**src/rtl/stbuf_fwd.sv**
```systemverilog
// In-order store buffer with commit/flush, valid-ready retire and byte-granular store-to-load forwarding.
// Latency: allocate visible to loads next cycle, commit to o_ret_vld next cycle; lookup is combinational.
// Backpressure: i_fin_vld ignored while o_full; retire entry held stable until i_ret_rdy. Macro: STBUF_FWD_EN.
module stbuf_fwd #(
   parameter int DEPTH  = 8,
   parameter int ADDR_W = 32,
   parameter int DATA_W = 32,
   localparam int BE_W  = DATA_W / 8,
   localparam int PTR_W = $clog2(DEPTH) + 1
) (
   input  logic              clk,
   input  logic              rst,
   input  logic              i_fin_vld,
   input  logic [ADDR_W-1:0] i_fin_addr,
   input  logic [DATA_W-1:0] i_fin_data,
   input  logic [BE_W-1:0]   i_fin_be,
   output logic              o_full,
   output logic              o_empty,
   output logic [PTR_W-1:0]  o_count,
   input  logic              i_com_vld,
   input  logic              i_flush,
   output logic              o_ret_vld,
   input  logic              i_ret_rdy,
   output logic [ADDR_W-1:0] o_ret_addr,
   output logic [DATA_W-1:0] o_ret_data,
   output logic [BE_W-1:0]   o_ret_be,
   input  logic [ADDR_W-1:0] i_ld_addr,
   input  logic [BE_W-1:0]   i_ld_be,
   output logic              o_ld_hit,
   output logic              o_ld_partial,
   output logic [DATA_W-1:0] o_ld_data,
   output logic [BE_W-1:0]   o_ld_fwd_be
);
   localparam int IDX_W = PTR_W - 1;
   localparam int OFF_W = $clog2(BE_W);

   typedef struct packed {
      logic [ADDR_W-1:0] addr;
      logic [DATA_W-1:0] data;
      logic [BE_W-1:0]   be;
   } ent_t;

   ent_t             mem [DEPTH];
   logic [DEPTH-1:0] vld, cmt, disc;
   logic [PTR_W-1:0] fin_ptr, com_ptr, ret_ptr, com_nxt, disc_n;
   logic [IDX_W-1:0] fin_idx, com_idx, ret_idx;
   logic             do_alloc, do_com, do_ret;

   function automatic logic word_match(input logic [ADDR_W-1:0] a, input logic [ADDR_W-1:0] b);
      return (a >> OFF_W) == (b >> OFF_W);
   endfunction

   assign fin_idx  = fin_ptr[IDX_W-1:0];
   assign com_idx  = com_ptr[IDX_W-1:0];
   assign ret_idx  = ret_ptr[IDX_W-1:0];
   assign o_empty  = (fin_ptr == ret_ptr);
   assign o_full   = (fin_idx == ret_idx) && (fin_ptr[IDX_W] != ret_ptr[IDX_W]);
   assign o_count  = fin_ptr - ret_ptr;
   assign do_alloc = i_fin_vld && !o_full && !i_flush;
   assign do_com   = i_com_vld && (com_ptr != fin_ptr);
   assign com_nxt  = com_ptr + PTR_W'(do_com);
   assign disc_n   = fin_ptr - com_nxt;
   assign o_ret_vld  = vld[ret_idx] && cmt[ret_idx];
   assign do_ret     = o_ret_vld && i_ret_rdy;
   assign o_ret_addr = mem[ret_idx].addr;
   assign o_ret_data = mem[ret_idx].data;
   assign o_ret_be   = mem[ret_idx].be;

   // Slots between the post-commit pointer and fin are the ones a flush throws away.
   always_comb begin
      disc = '0;
      for (int i = 0; i < DEPTH; i++) begin
         disc[i] = {1'b0, IDX_W'(i) - com_nxt[IDX_W-1:0]} < disc_n;
      end
   end

   always_ff @(posedge clk) begin
      if (rst) begin
         fin_ptr <= '0;
         com_ptr <= '0;
         ret_ptr <= '0;
         vld     <= '0;
         cmt     <= '0;
      end else begin
         if (do_ret) begin
            vld[ret_idx] <= 1'b0;
            cmt[ret_idx] <= 1'b0;
            ret_ptr      <= ret_ptr + PTR_W'(1);
         end
         if (do_com) cmt[com_idx] <= 1'b1;
         com_ptr <= com_nxt;
         if (i_flush) begin
            fin_ptr <= com_nxt;
            for (int i = 0; i < DEPTH; i++) begin
               if (disc[i]) vld[i] <= 1'b0;
            end
         end else if (do_alloc) begin
            vld[fin_idx] <= 1'b1;
            fin_ptr      <= fin_ptr + PTR_W'(1);
         end
      end
   end

   always_ff @(posedge clk) begin
      if (do_alloc) mem[fin_idx] <= '{addr: i_fin_addr, data: i_fin_data, be: i_fin_be};
   end

`ifdef STBUF_FWD_EN
   logic [BE_W-1:0]   cov, fwd_be;
   logic [DATA_W-1:0] fdat;
   logic [IDX_W-1:0]  idx;

   // Walk oldest to youngest so younger stores overwrite older lanes; starting at ret handles wrap.
   always_comb begin
      cov  = '0;
      fdat = '0;
      idx  = '0;
      for (int k = 0; k < DEPTH; k++) begin
         idx = ret_idx + IDX_W'(k);
         if (vld[idx] && word_match(mem[idx].addr, i_ld_addr)) begin
            for (int l = 0; l < BE_W; l++) begin
               if (mem[idx].be[l]) begin
                  cov[l]          = 1'b1;
                  fdat[8*l +: 8]  = mem[idx].data[8*l +: 8];
               end
            end
         end
      end
   end

   assign fwd_be = cov & i_ld_be;

   always_comb begin
      o_ld_data = '0;
      for (int l = 0; l < BE_W; l++) begin
         if (fwd_be[l]) o_ld_data[8*l +: 8] = fdat[8*l +: 8];
      end
   end

   assign o_ld_fwd_be  = fwd_be;
   assign o_ld_hit     = (|i_ld_be) && (fwd_be == i_ld_be);
   assign o_ld_partial = (|fwd_be) && !o_ld_hit;
`else
   logic conflict;

   always_comb begin
      conflict = 1'b0;
      for (int i = 0; i < DEPTH; i++) begin
         if (vld[i] && word_match(mem[i].addr, i_ld_addr) && |(mem[i].be & i_ld_be)) conflict = 1'b1;
      end
   end

   assign o_ld_hit     = 1'b0;
   assign o_ld_data    = '0;
   assign o_ld_fwd_be  = '0;
   assign o_ld_partial = conflict;
`endif
endmodule

```
**config.mk**
```make
export PLATFORM = sky130hd
export DESIGN_NAME = stbuf_fwd
export DESIGN_NICKNAME = d
export VERILOG_FILES = /design/src/rtl/stbuf_fwd.sv
export SDC_FILE = /design/constraint.sdc
export NUM_CORES = 1
export LEC_CHECK = 0
export CORE_ASPECT_RATIO = 1.4
export CORE_UTILIZATION = 36
export CTS_CLUSTER_SIZE = 8
export DETAILED_ROUTE_END_ITERATION = 6
export PLACE_DENSITY = 0.51
export SLEW_MARGIN = 5
export SYNTH_ARGS = -nofsm -noshare
export SYNTH_HDL_FRONTEND = slang
export SYNTH_SLANG_ARGS = --single-unit
```
**constraint.sdc**
```tcl
create_clock -name clk -period 11.15 [get_ports clk]
set_clock_uncertainty 0.05 [all_clocks]
set_input_delay 1.115 -clock clk [delete_from_list [all_inputs] [get_ports clk]]
set_output_delay 1.115 -clock clk [all_outputs]
set_load 0.005 [all_outputs]
```
**Word-level counts from Yosys, hierarchy flattened**

Memory sizes are Yosys's and may differ from the RTL's. A register that Yosys moved wholly into a read port is not among the register bits.
Index checks and enable logic that the tools add are counted.

- Memories kept: 1
- Register bits: 28
- Memory bits (writable): 544
- Output and inout port bits: 113

- Reductions and logical operators: 36
- $add $sub $neg: 13
- Magnitude comparators: 14
- Bitwise gates (word level): 13
- Muxes and demuxes: 39
- Equality and inequality tests: 12

Memory list:

| name | words | bits a word | rd ports | clocked after Yosys merged registers in | wr ports | line | RTL |
|---|---|---|---|---|---|---|---|
| mem | 8 | 68 | 9 | 1 | 1 | 43 | `ent_t mem [DEPTH];` |

Operators with widths:

| kind | count |
|---|---|
| $eq A30 B30 Y1 | 8 |
| $mux W8 | 7 |
| $and A4 B4 Y4 | 8 |
| $lt A3 B4 Y1 | 8 |
| $reduce_or A4 Y1 | 8 |
| $logic_and A1 B1 Y1 | 25 |
| $mux W1 | 23 |
| $and A8 B8 Y8 | 2 |
| $or A8 B8 Y8 | 2 |
| $lt A3 B4 Y1 const B | 3 |
| $sub A3 B3 Y3 const A | 4 |
| $demux W1 S3 | 3 |
| $ge A3 B1 Y1 const B | 3 |
| $add A4 B1 Y4 const B | 2 |
| $mux W4 | 2 |
| $not A8 Y8 | 1 |
| $sub A4 B4 Y4 | 2 |
| $bmux W1 S3 | 2 |
| $mux W3 | 2 |
| $sub A1 B3 Y3 const A | 2 |
| $sub A2 B3 Y3 const A | 2 |
| $add A4 B1 Y4 | 1 |
| $eq A4 B4 Y1 | 1 |
| $ne A4 B4 Y1 | 1 |
| other kinds (4) | 5 |

**Depth between registers and ports, before layout**

An unclocked memory read counts as a cell.

- Depth after elaboration: 12
- Mapped depth: 16

**Least setup slack after synthesis**

OpenSTA, ideal clock, no wires.

- Path type: input to register
- From: input port i_flush
- To: memory mem[0][0] (netlist name) (enable)
- Cell stages on the path: 3
- Setup time: 0.580 ns
- Data arrival time: 6.382 ns
- Path buffers: 1
- Data required time: 10.520 ns
- Slack: 4.138 ns
- Cell sequence: clkbuf_1 -> or3_1 -> nor3_1

- Longest elaborated chain between the ends: 4

Ends and longest elaborated chain:

| what | line | RTL |
|---|---|---|
| start, declared | 21 | `input logic i_flush,` |
| $logic_not A1 Y1 | 59 | `assign do_alloc = i_fin_vld && !o_full && !i_flush;` |
| $logic_and A1 B1 Y1 | 59 |  |
| $mux W1 | 105 | `if (do_alloc) mem[fin_idx] <= '{addr: i_fin_addr, data: i_fin_data, be: i_fin_be};` |
| $mux W1 (not written as such) | 105 |  |
| end, declared | 43 |  |

Every way passes these cells.

**Final worst setup path**

- From: input port i_ld_addr[9]
- To: output port o_ld_partial

- Longest elaborated chain between the ends: 11

Ends and longest elaborated chain:

| what | line | RTL |
|---|---|---|
| start, declared | 27 | `input logic [ADDR_W-1:0] i_ld_addr,` |
| $eq A30 B30 Y1 | 50 | `return (a >> OFF_W) == (b >> OFF_W);` |
| $logic_and A1 B1 Y1 (2 in a row) | 149 | `if (vld[i] && word_match(mem[i].addr, i_ld_addr) && \|(mem[i].be & i_ld_be)) conflict = 1'b1;` |
| $mux W1 (7 in a row) | 149 |  |
| $mux W1 (*) | 149 |  |
| end, declared | 30 | `output logic o_ld_partial,` |

Mark *: on every way between the ends. The rest lies on a longest branch, timed or not.

==> results <==
- The instance area at placement is 28400 um2.
- The routability-driven placement congestion ratio is 0.889.
- The switching part of the total is 0.236.
- The residual antenna-violating net count after detailed routing is 0.
- Of the total synthesized cell area, the portion taken by XOR and XNOR cells is 0.0897.
- The sequential-to-total area share from yosys stat is 0.658.
- The peak ir drop on the vdd network is 156 uV.
- The delay of the slowest cell on the worst path is 0.66 ns.
- The routed design could run at a clock period as short as 5.52 ns.
- The die outline width is 228 um.
- The worst relative slew slack is 0.181.
- Summed over all nets, the switching power comes to 1.22 mW.
- Once layout is complete, the utilization of the core stands at 0.435.
- The top achievable clock speed is 0.181 GHz.
- Dividing the detail-routed wire length by the instance count gives 28.1 um.
- With fillers left out, the area of the finished cells amounts to 30700 um2.
- The number of antenna repair diodes is 0.
- The endpoint arrival time on the critical path is 4.36 ns.
- The initial antenna violation count is 9.
- The number of unique standard cell types used by synthesis is 51.
- The synthesized design contains 544 enable-type register cells.
- The number of placed instances with taps included is 2526.
- The later-pin clock latency in the skew report is 0.62 ns.
- The biggest fanout along the worst timing path is 8.
- The worst hold slack is 0.414 ns.
- The largest total area in the synthesized netlist belongs to sky130_fd_sc_hd__edfxtp_1.
- The share of total power dissipated in combinational logic is 0.103.
- The fraction of the mapped netlist area in simple logic gates is 0.0352.
- The final layout net count is 1807.
- After synthesis, the largest family of logic cells by area is multiplexers.
- The die area is 72700 um2.
- The first-pass GRT wire length is 106 mm.
- Across the whole layout, storage elements account for 17000 um2.
- The pin count of the biggest net entering global routing is 94.
- The clock sink count is 575.
- The proportion of power drawn by the clock network is 0.424.
- Compared with the post-synthesis result, the final layout area differs by 19.0%.
- After clock tree synthesis, the clock-pin slew on the worst setup and hold paths is 0.05 ns.
- The boundary pin count is 223.
- Setup violations remaining at the end of the flow were counted as 0.
- The share of synthesized area in the top cell type comes to 0.634.
- The average size of a mapped cell is 17.5 um2.
- The flow ran to the end, and the final reports show no timing, DRC or antenna violations.
- For this configuration, the core starts out at a cell density of 0.366.
- The critical path goes through clkdlybuf4s50_1 > xnor2_1 > nand4_1 > nor4_1 > nand4_1 > o41ai_1 > or4_1 > clkdlybuf4s50_1.
- Dividing total power by cell area gives a power density of 169 nW/um2.
- In the synthesized netlist the async set-or-reset flop fraction comes to 0.
- The detailed-routing iteration count for the pre-antenna-repair pass is 5.
- The type of the worst setup path is in -> out.
- The final route contains 13.7k vias.
- The layout has 6281 filler cells.
- The filler-free cell count of the finished design is 2629.
- The register bit count reported by yosys is 575.
- The number of setup buffers added after CTS is 0.
- The cell chosen for the clock root is sky130_fd_sc_hd__clkbuf_16.
- The clock tree from TritonCTS is yes.
- The count of buffers added on input and output ports is 183.
- The internal power is 3.96 mW.
- The most frequent cell after synthesis is sky130_fd_sc_hd__edfxtp_1.
- The total leakage power is 9.41 nW.
- By area the synthesized netlist is led by sky130_fd_sc_hd__edfxtp_1, sky130_fd_sc_hd__mux4_2, sky130_fd_sc_hd__xnor2_1.
- The DRC violation count after routing is 0.
- The final clock period utilization by the worst path is 0.495.
- The transition time of the tightest slew-check pin is 1.22 ns.
- The number of buffers on the longest clock path is 3.
- The count of warnings emitted by yosys is 0.
- At the placement stage, the worst setup path has a slack of 5.56 ns.
- The completed layout was analyzed and its total power is 5.18 mW.
- The nature of the critical path endpoint is an output port.
- The worst path setup slack after routing is 5.63 ns.
- The die is 319 um tall.
- Using the TritonRoute via totals, the vias-per-cell ratio works out to 5.21.
- The post-synthesis instance area is 25800 um2.
- The sequential share of power is 0.473.
- In this run the core area contains 115 standard-cell rows.
- Of the cells placed in the final design, the portion with a size suffix greater than 1 is 0.196.
- In the synthesized netlist, the number of instances is 1473.
- The final-report hold violation count is 0.
- The final total negative setup slack is 0 ns.
- For the worst setup path, the data required time is 9.99 ns.
- The routed wire length is 73.8 mm.
- The final max-slew violation count is 0.
- Sorting the synthesized cells by how often they occur yields sky130_fd_sc_hd__edfxtp_1, sky130_fd_sc_hd__xnor2_1, sky130_fd_sc_hd__mux4_2, sky130_fd_sc_hd__mux2_2, sky130_fd_sc_hd__xor2_1.
- The complex-gate fraction of the synthesized area came to 0.0232.
- The kind of start point of the critical path is a primary input.
- The half-perimeter wire length after placement is 48.7 mm.
- Setup repair after global routing left no endpoint under its margin.
- The first routing iteration left 868 violations.
- The mux cell area share after synthesis is 0.152.
- After clock tree synthesis, the flow added hold-fix buffers numbering 0.
- The core area is 70500 um2.
- The H-tree was split into 3 levels.
- The max-capacitance violation count is 0.
- The total area of multi-input combinational cells is 8240 um2.
- The worst hold path belongs to the class reg -> reg.
- The number of clock buffers inserted by TritonCTS is 81.
- Of the total synthesized cell area, the portion taken by full adders, half adders and majority gates is 0.0122.
- The number of gates given a new drive strength after cts is 0.
- The number of global-route vias before repair is 14.8k.
- The slowest stage of the critical path is the sky130_fd_sc_hd__clkdlybuf4s50_1 cell.
- After global routing the overflow that remains totals 0.
- In the global route stage, overall resource usage came out at 0.205.
- In the synthesized netlist the dominant register cell turns out to be sky130_fd_sc_hd__edfxtp_1.
==> cell usage in the layout, fill, tap and decap left out, types with 6 or more instances in the layout <==
cell	Yosys	routed
sky130_fd_sc_hd__edfxtp_1	544	544
sky130_fd_sc_hd__xnor2_1	201	201
sky130_fd_sc_hd__clkdlybuf4s50_1	0	183
sky130_fd_sc_hd__mux4_2	137	137
sky130_fd_sc_hd__clkbuf_16	0	81
sky130_fd_sc_hd__mux2_2	69	69
sky130_fd_sc_hd__xor2_1	61	61
sky130_fd_sc_hd__nand4_1	54	54
sky130_fd_sc_hd__a21oi_1	39	39
sky130_fd_sc_hd__conb_1	1	37
sky130_fd_sc_hd__nor2_1	41	35
sky130_fd_sc_hd__dfxtp_1	31	28
sky130_fd_sc_hd__inv_1	25	25
sky130_fd_sc_hd__ha_1	22	22
sky130_fd_sc_hd__nor4_1	21	21
sky130_fd_sc_hd__buf_4	37	17
sky130_fd_sc_hd__clkbuf_1	32	15
sky130_fd_sc_hd__nand3_1	11	11
sky130_fd_sc_hd__nand2_1	11	11
sky130_fd_sc_hd__nor3_1	11	9
sky130_fd_sc_hd__a211oi_1	9	9
sky130_fd_sc_hd__o21ai_0	6	6
sky130_fd_sc_hd__nor2_4	0	6
sky130_fd_sc_hd__a22oi_1	6	6
==> per-layer routing <==
| metal | wire length (um) | share of wire | up-vias | global-route usage |
|---|---|---|---|---|
| li1 | - | - | 6082 | - |
| met4 | 2550 | 0.035 | 18 | 0.0837 |
| met1 | 29000 | 0.39 | 7131 | 0.242 |
| met5 | 107 | 0.0014 | - | 0 |
| met2 | 38100 | 0.52 | 365 | 0.358 |
| met3 | 4000 | 0.054 | 106 | 0.0453 |
==> power by group through the flow <==
stage	Combinational, mW	Clock (mW)	Sequential, mW
floorplan	0.327	0	2.48
global placement	0.538	0	2.48
detailed placement	0.543	0	2.49
CTS	0.546	2.25	2.45
global route	0.591	2.33	2.45
finish	0.534	2.20	2.45
==> flip-flops by register name, summed over array words and instances, names as in the netlist, named ones only <==
signal   cells
vld          8
fin_ptr      4
mem        544
com_ptr      4
cmt          8
ret_ptr      4
==> logic make-up after synthesis <==
kind of cell	after synthesis
flip-flops	575
AND/OR/NAND/NOR	166
adder cells (fa/ha/maj)	24
AO/OA/AOI/OAI	88
other	1
multiplexers	211
XOR/XNOR	263
buffers and inverters	145
==> layout make-up <==
type                            count  share of cell area
Clock buffer                       96              0.0679
Multi-Input combinational cell    789               0.269
Inverter                           25             0.00306
Tap cell                          936              0.0382
Timing Repair Buffer              201              0.0646
Sequential cell                   575               0.553
Clock inverter                      7             0.00437
==> worst max-delay path: cells and delay by family <==
family | cells | cell delay (ns)
AND/OR/NAND/NOR | 4 | 1.27
AO/OA/AOI/OAI | 1 | 0.29
XOR/XNOR | 1 | 0.47
buffers and inverters | 2 | 1.20
==> path summary, 6_finish.rpt <==
kind	start	endpoint	slack (ns)	depth (start not counted)
setup / recovery	i_ld_addr[9]	o_ld_partial	5.63	8
hold / removal	cmt[5]	cmt[5]	0.41	2
setup reg to reg	fin_ptr[1]	vld[5]	6.52	13
hold reg to reg	cmt[5]	cmt[5]	0.41	2
Note: power is estimated with default switching activity, not from simulation.
